$ cat src/rtl/calib_pkg.sv
// Shared types, reset defaults and arithmetic helpers for the calibration scheduler.
package calib_pkg;

    localparam int CAL_W         = 16;
    localparam int CAL_FRAC_BITS = 8;
    localparam int DEF_GAIN_RST  = 250;
    localparam int DEF_TRIM_RST  = 3;
    localparam int SAT_MAX       = (2 ** (CAL_W - 1)) - 1;
    localparam int SAT_MIN       = -(2 ** (CAL_W - 1));

    typedef logic [2:0] state_t;

    localparam state_t IDLE = 3'd0;
    localparam state_t MUL  = 3'd1;
    localparam state_t DIV  = 3'd2;
    localparam state_t TRIM = 3'd3;
    localparam state_t OUT  = 3'd4;

    // Negative products get a bias of 2^frac-1 so the shift rounds toward zero, not toward -inf.
    function automatic logic signed [63:0] div_sat(input logic signed [63:0] p,
                                                   input int frac,
                                                   input int w,
                                                   output logic sat);
        logic signed [63:0] bias;
        logic signed [63:0] q;
        logic signed [63:0] hi;
        logic signed [63:0] lo;
        bias = (64'sd1 <<< frac) - 64'sd1;
        q    = p[63] ? ((p + bias) >>> frac) : (p >>> frac);
        hi   = (64'sd1 <<< (w - 1)) - 64'sd1;
        lo   = -(64'sd1 <<< (w - 1));
        sat  = 1'b0;
        if (q > hi) begin
            q   = hi;
            sat = 1'b1;
        end else if (q < lo) begin
            q   = lo;
            sat = 1'b1;
        end
        return q;
    endfunction

endpackage

$ cat src/rtl/rr_arb2.sv
// Two-requester round-robin arbiter; a tie goes to the requester not granted last.
module rr_arb2 (
    input  logic clk,
    input  logic rst,
    input  logic enable,
    input  logic req0,
    input  logic req1,
    output logic grant0,
    output logic grant1
);

    logic last_grant;

    assign grant0 = enable & req0 & (~req1 | last_grant);
    assign grant1 = enable & req1 & (~req0 | ~last_grant);

    always_ff @(posedge clk) begin
        if (rst) begin
            last_grant <= 1'b1;
        end else if (grant0 | grant1) begin
            last_grant <= grant1;
        end
    end

endmodule

$ cat src/rtl/calib_scheduler.sv
// Time-shares one gain/divide/trim/saturate pipeline between two waveform channels
// feeding the DAC interface, one sample in flight at a time.
module calib_scheduler
    import calib_pkg::*;
#(
    parameter int W         = CAL_W,
    parameter int FRAC_BITS = CAL_FRAC_BITS,
    parameter int GAIN_RST  = DEF_GAIN_RST,
    parameter int TRIM_RST  = DEF_TRIM_RST
) (
    input  logic         clk,
    input  logic         rst,
    input  logic         en,
    input  logic         ch0_valid,
    input  logic [W-1:0] ch0_data,
    output logic         ch0_ready,
    input  logic         ch1_valid,
    input  logic [W-1:0] ch1_data,
    output logic         ch1_ready,
    input  logic         cfg_we,
    input  logic         cfg_ch,
    input  logic [W-1:0] cfg_gain,
    input  logic [W-1:0] cfg_trim,
    output logic         out_valid,
    input  logic         out_ready,
    output logic         out_ch,
    output logic [W-1:0] out_data,
    output logic [1:0]   sat_flag
);

    state_t state;

    logic signed [W-1:0]   gain [2];
    logic        [W-1:0]   trim [2];
    logic signed [W-1:0]   data_r;
    logic signed [W-1:0]   gain_r;
    logic        [W-1:0]   trim_r;
    logic                  ch_r;
    logic signed [2*W-1:0] prod;
    logic signed [W-1:0]   q;
    logic signed [W-1:0]   div_q;
    logic                  div_hit;
    logic signed [W:0]     q_ext;
    logic signed [W:0]     q_abs;
    logic signed [W:0]     trim_ext;
    logic signed [W-1:0]   trimmed;
    logic                  grant0;
    logic                  grant1;

    rr_arb2 u_arb (
        .clk    (clk),
        .rst    (rst),
        .enable ((state == IDLE) && en),
        .req0   (ch0_valid),
        .req1   (ch1_valid),
        .grant0 (grant0),
        .grant1 (grant1)
    );

    assign ch0_ready = grant0;
    assign ch1_ready = grant1;

    always_comb begin
        div_hit = 1'b0;
        div_q   = W'(div_sat(64'(prod), FRAC_BITS, W, div_hit));
    end

    // Trim works on magnitude in W+1 bits so |-2^(W-1)| is representable.
    always_comb begin
        q_ext    = {q[W-1], q};
        q_abs    = q_ext[W] ? -q_ext : q_ext;
        trim_ext = {1'b0, trim_r};
        trimmed  = '0;
        if (q_abs > trim_ext) begin
            trimmed = W'(q_ext[W] ? (q_ext + trim_ext) : (q_ext - trim_ext));
        end
    end

    always_ff @(posedge clk) begin
        if (rst) begin
            state     <= IDLE;
            out_valid <= 1'b0;
            out_ch    <= 1'b0;
            out_data  <= '0;
            data_r    <= '0;
            gain_r    <= '0;
            trim_r    <= '0;
            ch_r      <= 1'b0;
            prod      <= '0;
            q         <= '0;
        end else begin
            case (state)
                IDLE: begin
                    if (grant0 | grant1) begin
                        data_r <= grant1 ? ch1_data : ch0_data;
                        ch_r   <= grant1;
                        gain_r <= gain[grant1];
                        trim_r <= trim[grant1];
                        state  <= MUL;
                    end
                end
                MUL: begin
                    prod  <= (2*W)'(data_r) * (2*W)'(gain_r);
                    state <= DIV;
                end
                DIV: begin
                    q     <= div_q;
                    state <= TRIM;
                end
                TRIM: begin
                    out_data  <= trimmed;
                    out_ch    <= ch_r;
                    out_valid <= 1'b1;
                    state     <= OUT;
                end
                OUT: begin
                    if (out_ready) begin
                        out_valid <= 1'b0;
                        state     <= IDLE;
                    end
                end
                default: state <= IDLE;
            endcase
        end
    end

    always_ff @(posedge clk) begin
        if (rst) begin
            gain[0] <= W'(GAIN_RST);
            gain[1] <= W'(GAIN_RST);
            trim[0] <= W'(TRIM_RST);
            trim[1] <= W'(TRIM_RST);
        end else if (cfg_we) begin
            gain[cfg_ch] <= cfg_gain;
            trim[cfg_ch] <= cfg_trim;
        end
    end

    // The saturation set is written last so it overrides a same-edge clear from a config write.
    always_ff @(posedge clk) begin
        if (rst) begin
            sat_flag <= '0;
        end else begin
            if (cfg_we) begin
                sat_flag[cfg_ch] <= 1'b0;
            end
            if ((state == DIV) && div_hit) begin
                sat_flag[ch_r] <= 1'b1;
            end
        end
    end

endmodule

$ cat config.mk
export PLATFORM = sky130hd
export DESIGN_NAME = calib_scheduler
export DESIGN_NICKNAME = d
export VERILOG_FILES = /design/src/rtl/calib_pkg.sv /design/src/rtl/rr_arb2.sv /design/src/rtl/calib_scheduler.sv
export SDC_FILE = /design/constraint.sdc
export NUM_CORES = 1
export LEC_CHECK = 0
export BUFFER_PORTS_ARGS = -buffer_cell sky130_fd_sc_hd__buf_2
export CORE_UTILIZATION = 64
export DETAILED_ROUTE_END_ITERATION = 8
export GPL_TIMING_DRIVEN = 0
export HOLD_SLACK_MARGIN = 0.06
export PLACE_DENSITY_LB_ADDON = 0.3
export REMOVE_ABC_BUFFERS = 1
export SLEW_MARGIN = 20
export SYNTH_ARGS = -nofsm -noshare
export SYNTH_HDL_FRONTEND = slang
export SYNTH_SLANG_ARGS = --single-unit
$ cat constraint.sdc
create_clock -name clk -period 7.6 [get_ports clk]
set_clock_uncertainty 0.2 [all_clocks]
set_input_delay 0.76 -clock clk [delete_from_list [all_inputs] [get_ports clk]]
set_output_delay 0.76 -clock clk [all_outputs]
set_load 0.05 [all_outputs]
==> metrics.yaml <==
grt_pass1_vias: 14900
ys_types: 71
ys_seq_area_frac: 0.229
grt_pass1_wl_um: 72600
h-tree-depth: 4
async_flop_share: 0
critPathArrivalTime_ns: 7.19
synth_area_leaders: "fa_1 (28%), dfxtp_1 (13%), edfxtp_1 (10%)"
crit_path_end_kind: "flip-flop"
yosysMostFrequentCell: "inv_1"
leakage_nw: 9.58
postRouteAntennaNets: 0
die_area_um2: 30300
cts.sinks: 185
min_period_over_period: 0.927
setup_viol: 0
synth-edff-count: 64
syn-cell-area_um2: 19000
drc_errors: 0
synth_common_cells: "inv_1 (358), nand2_1 (291), fa_1 (263)"
insertion_delay_ns: 0.45
dr_total_vias: 14500
syn_inst: 2111
firstDrtPassIters: 5
clock.fmax_mhz: 142
hold_buffers: 0
rsz0062_at_grt: "false"
use_met1: 0.387
hp-class: "reg -> reg"
synth_area_per_cell_um2: 8.99
cap_violations: 0
cp_max_fo: 17
core_area_um2: 28900
synth_area_leader_cell: "fa_1"
vias_per_cell: 5.72
yosys.area.top_type_share: 0.278
power.density_nw_per_um2: 247
clk_pin_slew_ns: 0.08
status: "finished, final reports clean"
cts_buffers: 17
gp_congestion: 0.928
first_iter_violations: 945
critPathRequiredTime_ns: 7.75
hold_slack_ns: 0.246
post_drt_wl_per_cell_um: 17.0
fin_crit_ns: 7.05
met3_usage: 0.0378
die_height_um: 174
layout.nets: 2588
worstSetupPathType: "reg -> reg"
synthFlopType: "dfxtp_1"
die_w_um: 174
ir_worst_vdd_v: 0.000227
cts-root-buf: "clkbuf_16"
use_met2: 0.527
slew_violations: 0
io_buffer_count: 93
clock_path_buffers: 2
layout.cells.non_filler: 2535
tightest_slew_ns: 0.925
grt-ovfl-total: 0
rows: 62
dp_hpwl_um: 32800
synthXorXnorAreaFrac: 0.0351
maxSlewHeadroom: 0.382
ys_ff_latch: 185
antenna_found_initial: 1
synth_fa_ha_area_frac: 0.353
synth_top_family_by_area: "adder cells"
yosys.area_share.simple: 0.189
synth-compound-area-share: 0.102
busiest_layer: "met2"
grt_max_degree: 63
diodes: 0
synthMuxAreaShare: 0.000594
syn_to_final_growth_pct: 7.00
finalWirelength_um: 43000
hold_violations: 0
finalSetupTns_ns: 0
grtUsageTotal: 0.301
cts_tree: "done"
start_util: 0.656
dpl.cell_count: 2503
crit_path_start_kind: "flip-flop"
yosys_warnings: 0
pin_count: 94
drive_gt1_frac: 0.0758
critical path, stage by stage, from the launching register on:
cell and delay [ns]:
dfxtp_1 0.79, nand2_1 0.24, fa_1 0.63, inv_1 0.08
fa_2 0.78, fa_1 0.47, fa_1 0.47, fa_1 0.55
inv_1 0.06, fa_1 0.53, inv_1 0.04, ha_1 0.34
a21oi_1 0.15, o21ai_0 0.16, o21bai_1 0.20, a21oi_1 0.18
nand2_1 0.13, a2111oi_0 0.52, o211ai_1 0.14, a32o_1 0.29
registers in the layout, indices dropped and copies added (netlist names):
register	count
ch_r	1
data_r	16
gain	32
gain_r	16
out_ch	1
out_data	16
out_valid	1
prod	32
q	16
sat_flag	2
state	3
trim	32
trim_r	16
u_arb.last_grant	1
repair_timing:
action                                  CTS  global route
resized for setup                         0             4
setup buffers                             0             0
endpoints found under the setup margin    0             1
cells in the final DEF (no fill, tap or decap), types with 6 or more instances in the layout:
master / netlist / layout
a211oi_1: 7 / 7
a21o_1: 18 / 17
a21oi_1: 68 / 68
a22oi_1: 13 / 13
a311oi_1: 48 / 48
a31oi_1: 9 / 9
and2_1: 177 / 177
and3_1: 12 / 12
buf_2: 6 / 92
buf_6: 0 / 6
clkbuf_16: 0 / 17
dfxtp_1: 121 / 118
edfxtp_1: 64 / 64
fa_1: 263 / 262
ha_1: 115 / 115
inv_1: 358 / 357
nand2_1: 291 / 291
nand2b_1: 26 / 26
nand3_1: 19 / 18
nand3b_1: 11 / 11
nand4_1: 9 / 9
nor2_1: 138 / 138
nor2b_1: 6 / 6
nor3_1: 17 / 17
nor4_1: 9 / 9
o211ai_1: 6 / 6
o21a_1: 12 / 11
o21ai_0: 28 / 28
o21ai_1: 6 / 6
o21bai_1: 7 / 7
o22ai_1: 11 / 11
or3_1: 10 / 10
xnor2_1: 57 / 57
xor2_1: 19 / 19
report_power, final:
| group | leakage, nW | internal (mW) | total [mW] | switching (mW) |
|---|---|---|---|---|
| Combinational | 7.68 | 1.13 | 2.75 | 1.62 |
| Clock | 0.269 | 0.432 | 0.863 | 0.432 |
| Sequential | 1.63 | 1.15 | 1.40 | 0.253 |
| Total | 9.58 | 2.72 | 5.02 | 2.30 |
layer usage:
layer | share of wire | vias up
met5 | 0.00023 | -
met4 | 0.024 | 2
met3 | 0.050 | 68
met2 | 0.51 | 422
met1 | 0.42 | 7246
li1 | - | 6766
path summary, 6_finish.rpt:
path,startpoint,to,slack (ns),cells after the start
max,gain_r[5]$_SDFFE_PP0P_,prod[31]$_SDFFE_PP0N_,0.55,19
min,out_data[15]$_SDFFE_PP0P_,out_data[15]$_SDFFE_PP0P_,0.25,2
max reg2reg,gain_r[5]$_SDFFE_PP0P_,prod[31]$_SDFFE_PP0N_,0.55,19
min reg2reg,out_data[15]$_SDFFE_PP0P_,out_data[15]$_SDFFE_PP0P_,0.25,2
logic make-up after synthesis:
group	Yosys count
DFF	185
adders and majority gates	378
xor gates and xnor gates	76
and+or+nand+nor	743
muxes	1
AOI/OAI and AO/OA	274
buffers and inverters	454
cell type report:
cell class | count | area [um^2]
clock inverter | 12 | 114
clock buffer | 20 | 437
inverter | 359 | 1350
sequential | 185 | 4350
fill | 2221 | 8640
timing repair buffer | 103 | 611
tap | 384 | 480
multi-input combinational | 1472 | 13000
stage by stage:
step	total power [mW]	area (um^2)	utilization	setup WS [ns]
after CTS	5.02	20300	0.701	0.263
after detailed placement	4.14	19700	0.682	0.356
after floorplan	3.43	18600	-	1.29
after global routing	5.47	20300	0.701	0.151
after global placement	4.04	19600	0.676	0.578
final	5.02	20300	0.701	0.555
Note: power is estimated with default switching activity, not from simulation.
